===== src/rtl/pixel_unpacker_if.sv =====
// pixel_unpacker_if
// Packed 32-bit AXI4-Stream video bus carrying 4 x 24-bit pixels in 3 words.
//   tdata  : packed pixel bytes, little-endian
//   tkeep  : byte enables (sinks ignore it, sources drive 4'hF)
//   tlast  : last word of a line
//   tuser  : first word of a frame
//   tvalid : word valid (source)
//   tready : word accepted when tvalid & tready (sink)
// Modports: master = stream source, slave = stream sink.
interface pixel_unpacker_if;
    logic [31:0] tdata;
    logic [3:0]  tkeep;
    logic        tlast;
    logic        tuser;
    logic        tvalid;
    logic        tready;

    modport master (output tdata, tkeep, tlast, tuser, tvalid, input tready);
    modport slave  (input tdata, tkeep, tlast, tuser, tvalid, output tready);
endinterface


===== src/rtl/pixel_unpacker.sv =====
// pixel_unpacker
// AXI4-Stream video sink: unpacks 3 packed 32-bit words into 4 {r,g,b} pixels,
// emitting one pixel per downstream handshake with x/y coordinates, SOF/EOL
// flags and framing-error pulses.
// Parameters: X_SIZE (pixels per line, multiple of 4), Y_SIZE (lines per frame).
// Ports:
//   aclk, aresetn        clock, asynchronous active-low reset
//   in_stream (slave)    packed word stream (tdata/tkeep/tlast/tuser/tvalid/tready)
//   r, g, b              pixel channels
//   x, y                 pixel column / row
//   sof, eol             pixel is (0,0) / pixel closes its line
//   valid, ready         pixel handshake
//   eol_err, sof_err     one-cycle framing-error pulses
// Optional: define UNPACK_STATS_EN to add saturating counters
//   frame_count[15:0], err_count[15:0], lines_rx[9:0].
module pixel_unpacker #(
    parameter int X_SIZE = 1280,
    parameter int Y_SIZE = 720
) (
    input  logic                 aclk,
    input  logic                 aresetn,
    pixel_unpacker_if.slave      in_stream,
    output logic [7:0]           r,
    output logic [7:0]           g,
    output logic [7:0]           b,
    output logic [10:0]          x,
    output logic [9:0]           y,
    output logic                 sof,
    output logic                 eol,
    output logic                 valid,
    input  logic                 ready,
    output logic                 eol_err,
    output logic                 sof_err
`ifdef UNPACK_STATS_EN
    ,
    output logic [15:0]          frame_count,
    output logic [15:0]          err_count,
    output logic [9:0]           lines_rx
`endif
);
    localparam int              WPL     = 3 * X_SIZE / 4;
    localparam int              WI_W    = $clog2(WPL);
    localparam logic [WI_W-1:0] WI_LAST = WI_W'(WPL - 1);
    localparam logic [10:0]     X_LAST  = 11'(X_SIZE - 1);
    localparam logic [9:0]      Y_LAST  = 10'(Y_SIZE - 1);

    typedef enum logic [1:0] {W0, W1, W2, EMIT3} state_t;

    state_t          r_state, w_state_d, w_st;
    logic [23:0]     r_hold, w_hold_d, w_pix;
    logic [WI_W-1:0] r_wi, w_wi_d, w_wi;
    logic [10:0]     r_cx, w_cx_d, w_px;
    logic [9:0]      r_cy, w_cy_d, w_py;
    logic            w_adv, w_acc, w_emit, w_resync, w_early, w_miss;
    logic            w_pix_sof, w_pix_eol;
    logic            w_unused;

    assign w_unused = &{1'b0, in_stream.tkeep};

    // Output register can take a new pixel when empty or being drained.
    assign w_adv  = ~valid | ready;
    assign in_stream.tready = aresetn & (r_state != EMIT3) & w_adv;
    assign w_acc  = in_stream.tvalid & in_stream.tready;
    assign w_emit = w_acc | ((r_state == EMIT3) & w_adv);

    // tuser anywhere but the frame origin restarts decoding as w0 of a new frame.
    assign w_resync = w_acc & in_stream.tuser & ((r_state != W0) | (r_cx != '0) | (r_cy != '0));

    // Effective decode context after a possible resync.
    assign w_st = w_resync ? W0 : r_state;
    assign w_wi = w_resync ? '0 : r_wi;
    assign w_px = w_resync ? '0 : r_cx;
    assign w_py = w_resync ? '0 : r_cy;

    assign w_early   = w_acc & in_stream.tlast & (w_wi != WI_LAST);
    assign w_miss    = w_acc & ~in_stream.tlast & (w_wi == WI_LAST);
    assign w_pix_sof = (w_px == '0) & (w_py == '0);
    assign w_pix_eol = w_early | (w_px == X_LAST);

    // Byte splicing: r_hold carries the bytes left over from the previous word.
    always_comb begin
        w_pix    = r_hold;
        w_hold_d = r_hold;
        case (w_st)
            W0: begin
                w_pix    = in_stream.tdata[23:0];
                w_hold_d = {16'h0, in_stream.tdata[31:24]};
            end
            W1: begin
                w_pix    = {in_stream.tdata[15:0], r_hold[7:0]};
                w_hold_d = {8'h0, in_stream.tdata[31:16]};
            end
            W2: begin
                w_pix    = {in_stream.tdata[7:0], r_hold[15:0]};
                w_hold_d = in_stream.tdata[31:8];
            end
            default: begin
                w_pix    = r_hold;
                w_hold_d = r_hold;
            end
        endcase
    end

    always_comb begin
        w_state_d = r_state;
        w_wi_d    = r_wi;
        w_cx_d    = r_cx;
        w_cy_d    = r_cy;
        if (w_emit) begin
            if (w_early) begin
                w_state_d = W0;
            end else begin
                case (w_st)
                    W0:      w_state_d = W1;
                    W1:      w_state_d = W2;
                    W2:      w_state_d = EMIT3;
                    default: w_state_d = W0;
                endcase
            end
            if (w_acc)
                w_wi_d = (w_early | (w_wi == WI_LAST)) ? '0 : w_wi + 1'b1;
            if (w_pix_eol) begin
                w_cx_d = '0;
                w_cy_d = (w_py == Y_LAST) ? '0 : w_py + 1'b1;
            end else begin
                w_cx_d = w_px + 1'b1;
                w_cy_d = w_py;
            end
        end
    end

    always_ff @(posedge aclk or negedge aresetn) begin
        if (!aresetn) begin
            r_state <= W0;
            r_hold  <= '0;
            r_wi    <= '0;
            r_cx    <= '0;
            r_cy    <= '0;
        end else begin
            r_state <= w_state_d;
            r_wi    <= w_wi_d;
            r_cx    <= w_cx_d;
            r_cy    <= w_cy_d;
            if (w_emit)
                r_hold <= w_hold_d;
        end
    end

    always_ff @(posedge aclk or negedge aresetn) begin
        if (!aresetn) begin
            valid     <= 1'b0;
            {r, g, b} <= '0;
            x         <= '0;
            y         <= '0;
            sof       <= 1'b0;
            eol       <= 1'b0;
            eol_err   <= 1'b0;
            sof_err   <= 1'b0;
        end else begin
            eol_err <= w_early | w_miss;
            sof_err <= w_resync;
            if (w_emit) begin
                valid     <= 1'b1;
                {r, g, b} <= w_pix;
                x         <= w_px;
                y         <= w_py;
                sof       <= w_pix_sof;
                eol       <= w_pix_eol;
            end else if (ready) begin
                valid <= 1'b0;
            end
        end
    end

`ifdef UNPACK_STATS_EN
    logic [9:0] w_lines_base;
    assign w_lines_base = w_pix_sof ? '0 : lines_rx;

    always_ff @(posedge aclk or negedge aresetn) begin
        if (!aresetn) begin
            frame_count <= '0;
            err_count   <= '0;
            lines_rx    <= '0;
        end else begin
            if (w_emit & (w_px == X_LAST) & (w_py == Y_LAST) & (frame_count != '1))
                frame_count <= frame_count + 1'b1;
            // Simultaneous eol/sof errors count once.
            if ((w_early | w_miss | w_resync) & (err_count != '1))
                err_count <= err_count + 1'b1;
            if (w_emit)
                lines_rx <= w_lines_base + 10'((w_pix_eol & (w_lines_base != '1)) ? 1 : 0);
        end
    end
`endif
endmodule


===== src/flat_wrapper.sv =====
// flat-port wrapper written by rule: the top's interface ports become plain ports
module pixel_unpacker_flat 
#(
    parameter int X_SIZE = 1280,
    parameter int Y_SIZE = 720
)
  (aclk, aresetn, r, g, b, x, y, sof, eol, valid, ready, eol_err, sof_err, in_stream_tdata, in_stream_tkeep, in_stream_tlast, in_stream_tuser, in_stream_tvalid, in_stream_tready);
  pixel_unpacker_if in_stream_i ();
  input  logic aclk;
  input  logic aresetn;
  output logic [7:0] r;
  output logic [7:0] g;
  output logic [7:0] b;
  output logic [10:0] x;
  output logic [9:0] y;
  output logic sof;
  output logic eol;
  output logic valid;
  input  logic ready;
  output logic eol_err;
  output logic sof_err;
  input wire logic [$bits(in_stream_i.tdata)-1:0] in_stream_tdata;
  input wire logic [$bits(in_stream_i.tkeep)-1:0] in_stream_tkeep;
  input wire logic [$bits(in_stream_i.tlast)-1:0] in_stream_tlast;
  input wire logic [$bits(in_stream_i.tuser)-1:0] in_stream_tuser;
  input wire logic [$bits(in_stream_i.tvalid)-1:0] in_stream_tvalid;
  output wire logic [$bits(in_stream_i.tready)-1:0] in_stream_tready;
  assign in_stream_i.tdata = in_stream_tdata;
  assign in_stream_i.tkeep = in_stream_tkeep;
  assign in_stream_i.tlast = in_stream_tlast;
  assign in_stream_i.tuser = in_stream_tuser;
  assign in_stream_i.tvalid = in_stream_tvalid;
  assign in_stream_tready = in_stream_i.tready;
  pixel_unpacker #(.X_SIZE(X_SIZE), .Y_SIZE(Y_SIZE)) u_core (.aclk(aclk), .aresetn(aresetn), .in_stream(in_stream_i), .r(r), .g(g), .b(b), .x(x), .y(y), .sof(sof), .eol(eol), .valid(valid), .ready(ready), .eol_err(eol_err), .sof_err(sof_err));
endmodule

===== config.mk =====
export PLATFORM = sky130hd
export DESIGN_NAME = pixel_unpacker_flat
export DESIGN_NICKNAME = d
export VERILOG_FILES = /design/src/rtl/pixel_unpacker_if.sv /design/src/rtl/pixel_unpacker.sv /design/src/flat_wrapper.sv
export SDC_FILE = /design/constraint.sdc
export NUM_CORES = 1
export LEC_CHECK = 0
export ABC_AREA = 1
export CAP_MARGIN = 20
export CORE_ASPECT_RATIO = 0.7
export CORE_MARGIN = 2
export CORE_UTILIZATION = 40
export CTS_BUF_LIST = sky130_fd_sc_hd__clkbuf_4
export DETAILED_ROUTE_END_ITERATION = 10
export MAX_ROUTING_LAYER = met4
export PLACE_DENSITY = 0.68
export SYNTH_ARGS = -nofsm -noshare
export SYNTH_HDL_FRONTEND = slang
export SYNTH_SLANG_ARGS = --single-unit

===== constraint.sdc =====
create_clock -name aclk -period 3 [get_ports aclk]
set_clock_uncertainty 0.1 [all_clocks]
set_input_delay 0.45 -clock aclk [delete_from_list [all_inputs] [get_ports aclk]]
set_output_delay 0.45 -clock aclk [all_outputs]
set_load 0.005 [all_outputs]

After elaboration in Yosys (flattened, before gate mapping)
Index checks and enable logic that the tools add are counted. W data, S select, Z words.

Output and inout port bits: 51. Word-level logic and storage cells: 70. Input bits: 42. Bits in registers: 107.

Bitwise gates (word level): 20. Multiplexer cells: 14. Eq/ne operators: 8. Reductions and logical operators: 10. $add $sub $neg: 3.

Operators with widths (number): $pmux W24 S3 (2); $mux W10 (5); $mux W11 (2); $add A10 B1 Y10 const B (2); $eq A10 B10 Y1 const B (2); $add A11 B1 Y11 const B (1); $and A1 B1 Y1 (11); $eq A11 B11 Y1 const B (1); $logic_not A11 Y1 (1); $reduce_bool A11 Y1 (1); $logic_not A10 Y1 (1); $ne A10 B10 Y1 const B (1); $reduce_bool A10 Y1 (1); $or A1 B1 Y1 (7); $pmux W2 S3 (1); $eq A2 B2 Y1 const B (2); $mux W2 (2); $reduce_and A2 Y1 (2); $reduce_bool A2 Y1 (2); $reduce_bool A3 Y1 (1); $eq A2 B1 Y1 const B (1); $logic_not A2 Y1 (1); $mux W1 (2); $ne A2 B2 Y1 const B (1); $not A1 Y1 (2).

Logic depth before layout (Yosys ltp)
Depth after elaboration: 11. Depth in mapped cells: 18.

Least setup slack after synthesis
Ideal clock, no wire load.

Kind: input to register. From: input ready. To: register u_core.b[3]. Stages: 17. Path buffers: 4. Data required time: 2.767 ns. Setup slack: 0.209 ns. Arrival time: 2.558 ns. Path through: inv_1 nand2_1 nand4_4 nor2_2 nand2_4 buf_6 inv_2 buf_4 nor2_1 ha_1 clkbuf_1 clkinv_1 nand2_1 inv_1 clkbuf_1 a21oi_1 o21ai_0.

Cells in the longest elaborated chain, start to end: 8.

RTL lines: from (decl) (line flat_wrapper.sv:19) `input logic ready;`; $or A1 B1 Y1 (*) (line pixel_unpacker.sv:61) `assign w_adv = ~valid | ready;`; $and A1 B1 Y1 (*) (line pixel_unpacker.sv:62) `assign in_stream.tready = aresetn & (r_state != EMIT3) & w_adv;`; $and A1 B1 Y1 (*) (line pixel_unpacker.sv:63) `assign w_acc = in_stream.tvalid & in_stream.tready;`; $and A1 B1 Y1 (*) (2 in a row) (line pixel_unpacker.sv:67) `assign w_resync = w_acc & in_stream.tuser & ((r_state != W0) | (r_cx != '0) | (r_cy != '0));`; via u_core.w_resync (line pixel_unpacker.sv:54) `logic w_adv, w_acc, w_emit, w_resync, w_early, w_miss;`; $mux W2 (*) (line pixel_unpacker.sv:70) `assign w_st = w_resync ? W0 : r_state;`; $eq A2 B2 Y1 (tied with other cells) (line pixel_unpacker.sv:84) `case (w_st)`; $pmux W24 S3 (*) (line pixel_unpacker.sv:84); to (signal assigned) (line pixel_unpacker.sv:164) `{r, g, b} <= w_pix;`; to (decl) (line pixel_unpacker.sv:25) `output logic [7:0] b,`.

Mark *: on every way through the listed nets, which the timed path passes. The rest lies on a longest branch. A chain may end at the register's enable or synchronous reset.

Worst setup path in the final report
From: register u_core.r_cx[5]. To: register u_core.r_cy[7].

RTL lines: from (decl) (line pixel_unpacker.sv:52) `logic [10:0] r_cx, w_cx_d, w_px;`; from (signal assigned) (line pixel_unpacker.sv:142) `r_cx <= w_cx_d;`; $reduce_bool A11 Y1 (line pixel_unpacker.sv:67); $or A1 B1 Y1 (2 in a row) (line pixel_unpacker.sv:67); $and A1 B1 Y1 (line pixel_unpacker.sv:67); $mux W11 (line pixel_unpacker.sv:72) `assign w_px = w_resync ? '0 : r_cx;`; via u_core.w_px[1] (line pixel_unpacker.sv:52); $eq A11 B11 Y1 (line pixel_unpacker.sv:78) `assign w_pix_eol = w_early | (w_px == X_LAST);`; $or A1 B1 Y1 (line pixel_unpacker.sv:78); $mux W10 (line pixel_unpacker.sv:122) `if (w_pix_eol) begin`; to (signal assigned) (line pixel_unpacker.sv:143) `r_cy <= w_cy_d;`; to (decl) (line pixel_unpacker.sv:53) `logic [9:0] r_cy, w_cy_d, w_py;`.

The timed path passes the listed nets, and every way through them passes these cells.

==> flow_summary_export.csv <==
group,metric,value,unit
critical_path,cp.arrival,3.06,ns
clocking,cts_buffer_depth,2,
synth,ys_seq_area_share,45.9,%
critical_path,max_stage_delay,0.45,ns
power,power_density,857,nW/um^2
floorplanning,die_x,148,um
sta,slew_viol_final,0,
layout,syn_to_final_growth,25.1,%
placement,numPortBuffers,88,
synth,ys_async_sr_fraction,100,%
hold_path,holdCritPathClass,"primary input to async pin",
synth,yosys_register_bits,107,
sta,setup_viol,0,
power,internal-power,3.67,mW
global_route,overflow,0,
placement,globalplace.congestion,0.931,
synth,synth_edf_count,0,
floorplanning,coreArea,14100,um^2
placement,placed_cell_area,7150,um^2
layout,multi_input_area,2720,um^2
clocking,cts_resized,0,
clocking,cts-root-buf,"clkbuf_4",
sta,setup_tns,0,ns
synth,synth.distinct_cells,39,
synth,synth_area,5830,um^2
synth,synthMuxAreaShare,0,%
power,peakVddDrop,407,uV
clocking,cts_tree,"built",
clocking,cts_hold_buf,0,
run_status,status,"finished clean",
layout,antenna_cells,0,
clocking,clk_pin_slew,0.15,ns
drt,drtPass1Iterations,5,
sta,tightest_slew,0.828,ns
layout,final_layout_size_suffix_gt1_share,8.15,%
synth,synth_top_family_by_area,"simple AND/OR/NAND/NOR gates",
synth,synth-compound-area-share,13.8,%
sta,max_freq,363,MHz
placement,hpwlAfterDp,11400,um
critical_path,crit_path_cell_trace,"nor2_1 > nand2_1 > nor2_2 > nand3_2 > nand2_4 > inv_2 > nor2_1 > ha_1 > nand3_1 > nor2_2 > nand3b_1 > a21oi_4 > nand2_1 > o21ai_1",
synth,synth_ff_type,"dfrtp_1",
synth,yosysWarnings,0,
global_route,grt_max_degree,65,
clocking,clk_latency,0.46,ns
sta,hold_viol,0,
critical_path,worst_setup_path_start_kind,"flop",
global_route,grt_pass1_vias,5027,
critical_path,cp_slowest_cell,"dfrtp_1",
floorplanning,io_pins,93,
synth,avgSynthCellArea,7.62,um^2
floorplanning,row_count,36,
drt,routed_wl,15800,um
layout,fin_nets,918,
power,clkPwrFrac,12.8,%
synth,synth_xor_area_share,2.10,%
sta,maxSlewHeadroom,44.8,%
synth,synth_fa_ha_area_share,1.93,%
critical_path,critPathMaxFanout,9,
drt,first_iter_violations,509,
clocking,numCtsBuffers,9,
global_route,antenna_found_initial,0,
synth,postSynthCellCount,765,
power,p_sw,2.58,mW
power,power_frac_seq,36.3,%
sta,grt_setup_unrepaired,"no",
drt,vias,5475,
sta,min_period,2.76,ns
floorplanning,die_y,105,um
floorplanning,start_util,41.4,%
drt,postRouteAntennaNets,0,
synth,synth_fp_nets,816,
critical_path,path_buf_inv,1,
critical_path,worst_ep_required_time,3.30,ns
synth,yosys.area_share.simple,28.8,%
critical_path,cp_top_family,"simple AND/OR/NAND/NOR gates",
critical_path,end_kind,"flop",
layout,fillers,1394,
clocking,htreeDepth,3,
job,maxCapViolCount,0,
global_route,grt_pass1_wl,26400,um
drt,drc,0,
power,pwr-share-comb,50.9,%
drt,vias_per_cell,5.16,
power,p_sw_share,41.3,%
power,p_leak,3.44,nW
global_route,track_usage,21.8,%
sta,post-route-period-util,91.9,%
clocking,cts_sinks,107,
clocking,post_cts_buffers,0,
layout,seq_area,2680,um^2
floorplanning,design.die.area,15600,um^2
drt,wl_per_cell,14.9,um
critical_path,critPathKind,"flop to flop",
layout,final_cell_area,7300,um^2
path summary, 6_finish.rpt:
| kind | slack [ns] | start | to | depth (start not counted) |
|---|---|---|---|---|
| setup / recovery | 0.24 | u_core.r_cx[5]$_DFFE_PN0P_ | u_core.r_cy[7]$_DFFE_PN0P_ | 14 |
| hold / removal | 0.03 | aresetn | u_core.r_cx[8]$_DFFE_PN0P_ | 2 |
| setup reg to reg | 0.24 | u_core.r_cx[5]$_DFFE_PN0P_ | u_core.r_cy[7]$_DFFE_PN0P_ | 14 |
| hold reg to reg | 0.40 | u_core.sof$_DFFE_PN0P_ | u_core.sof$_DFFE_PN0P_ | 2 |
| max in group asynchronous | 1.52 | aresetn | u_core.g[1]$_DFFE_PN0P_ | 3 |
| min in group aclk | 0.40 | u_core.sof$_DFFE_PN0P_ | u_core.sof$_DFFE_PN0P_ | 2 |
layout by cell type (no fill, tap or decap), drive strengths merged:
| cell | Yosys | layout |
|---|---|---|
| bufinv | 0 | 2 |
| xnor2 | 2 | 2 |
| a22o | 5 | 5 |
| nand3 | 65 | 65 |
| a31oi | 5 | 5 |
| clkdlybuf4s50 | 0 | 87 |
| nand4 | 16 | 16 |
| o211ai | 8 | 8 |
| o22ai | 16 | 16 |
| nor3 | 8 | 8 |
| a21oi | 11 | 11 |
| dfrtp | 107 | 107 |
| or2 | 1 | 1 |
| nor2 | 72 | 72 |
| clkbuf | 21 | 9 |
| o21a | 1 | 1 |
| nand3b | 1 | 1 |
| o221ai | 3 | 3 |
| inv | 66 | 66 |
| ha | 9 | 9 |
| a22oi | 7 | 7 |
| nor4 | 1 | 1 |
| o21ai | 83 | 83 |
| clkinv | 2 | 6 |
| buf | 17 | 42 |
| xor2 | 12 | 12 |
| and3 | 1 | 1 |
| nand2 | 225 | 225 |
power by group through the flow:
stage	clock network, mW	registers, mW	logic (mW)
finish	0.800	2.27	3.19
global route	0.891	2.33	3.57
CTS	0.824	2.27	3.20
detailed placement	0	2.29	3.19
global placement	0	2.29	3.15
floorplan	0	2.23	1.79
layer usage:
| layer | GRT usage (%) | vias up | wire (um) |
|---|---|---|---|
| li1 | - | 2727 | - |
| met1 | 33.8 | 2530 | 8080 |
| met2 | 29.2 | 200 | 6340 |
| met3 | 4.19 | 18 | 1230 |
| met4 | 4.29 | 0 | 183 |
| met5 | - | - | 0 |
cells in the mapped netlist, types with 2 or more instances:
library cell	n	area [um^2]
buf_1	6	22.5
inv_1	63	236
o22ai_1	16	100
buf_2	5	25.0
nand3_1	62	310
nand4_1	15	93.8
ha_1	9	113
o221ai_1	3	26.3
a31oi_1	5	31.3
xor2_1	12	105
a21oi_1	10	50.1
o21ai_1	9	45.0
nand2_2	2	12.5
a22o_1	5	43.8
o211ai_1	8	60.1
nor2_1	69	259
o21ai_0	74	370
nand3_2	2	20.0
nand2_4	2	22.5
clkbuf_1	21	78.8
dfrtp_1	107	2680
nor3_1	7	35.0
buf_4	3	22.5
nor2_2	3	18.8
inv_2	3	11.3
buf_6	3	33.8
nand2_1	221	830
clkinv_1	2	7.51
xnor2_1	2	17.5
a22oi_1	7	52.6
stage by stage:
step	util, %	total power [mW]	setup WS [ns]	cells	hold slack [ns]
2_1_floorplan	-	4.02	0.209	765	0.0544
3_3_place_gp	50.7	5.44	0.0913	1046	0.369
3_5_place_dp	50.7	5.48	0.0583	1046	0.374
4_1_cts	51.7	6.29	0.316	1061	0.0407
5_1_grt	51.7	6.80	0.0260	1061	0.0525
6_report	51.7	6.26	0.244	1061	0.0293
area by class of cell:
| cell class | count | area share, % |
|---|---|---|
| Clock buffer | 9 | 0.926 |
| Clock inverter | 6 | 1.11 |
| Inverter | 68 | 3.50 |
| Multi-Input combinational cell | 552 | 37.2 |
| Sequential cell | 107 | 36.7 |
| Tap cell | 190 | 3.26 |
| Timing Repair Buffer | 129 | 17.3 |
state kept, by name, summed over array words and instances (netlist names), 8 cells and up:
register       flops
u_core.r_hold     24
u_core.r_cx       11
u_core.x          11
u_core.r_cy       10
u_core.r_wi       10
u_core.y          10
u_core.b           8
u_core.g           8
u_core.r           8
logic make-up (layout without fill, tap and decap cells):
family | count (synthesis) | count (layout)
flops | 107 | 107
simple gates | 390 | 390
fa+ha+maj | 9 | 9
xor+xnor | 14 | 14
compound gates | 139 | 139
buf+inv | 106 | 212
Power figures use the tool's default switching activity.
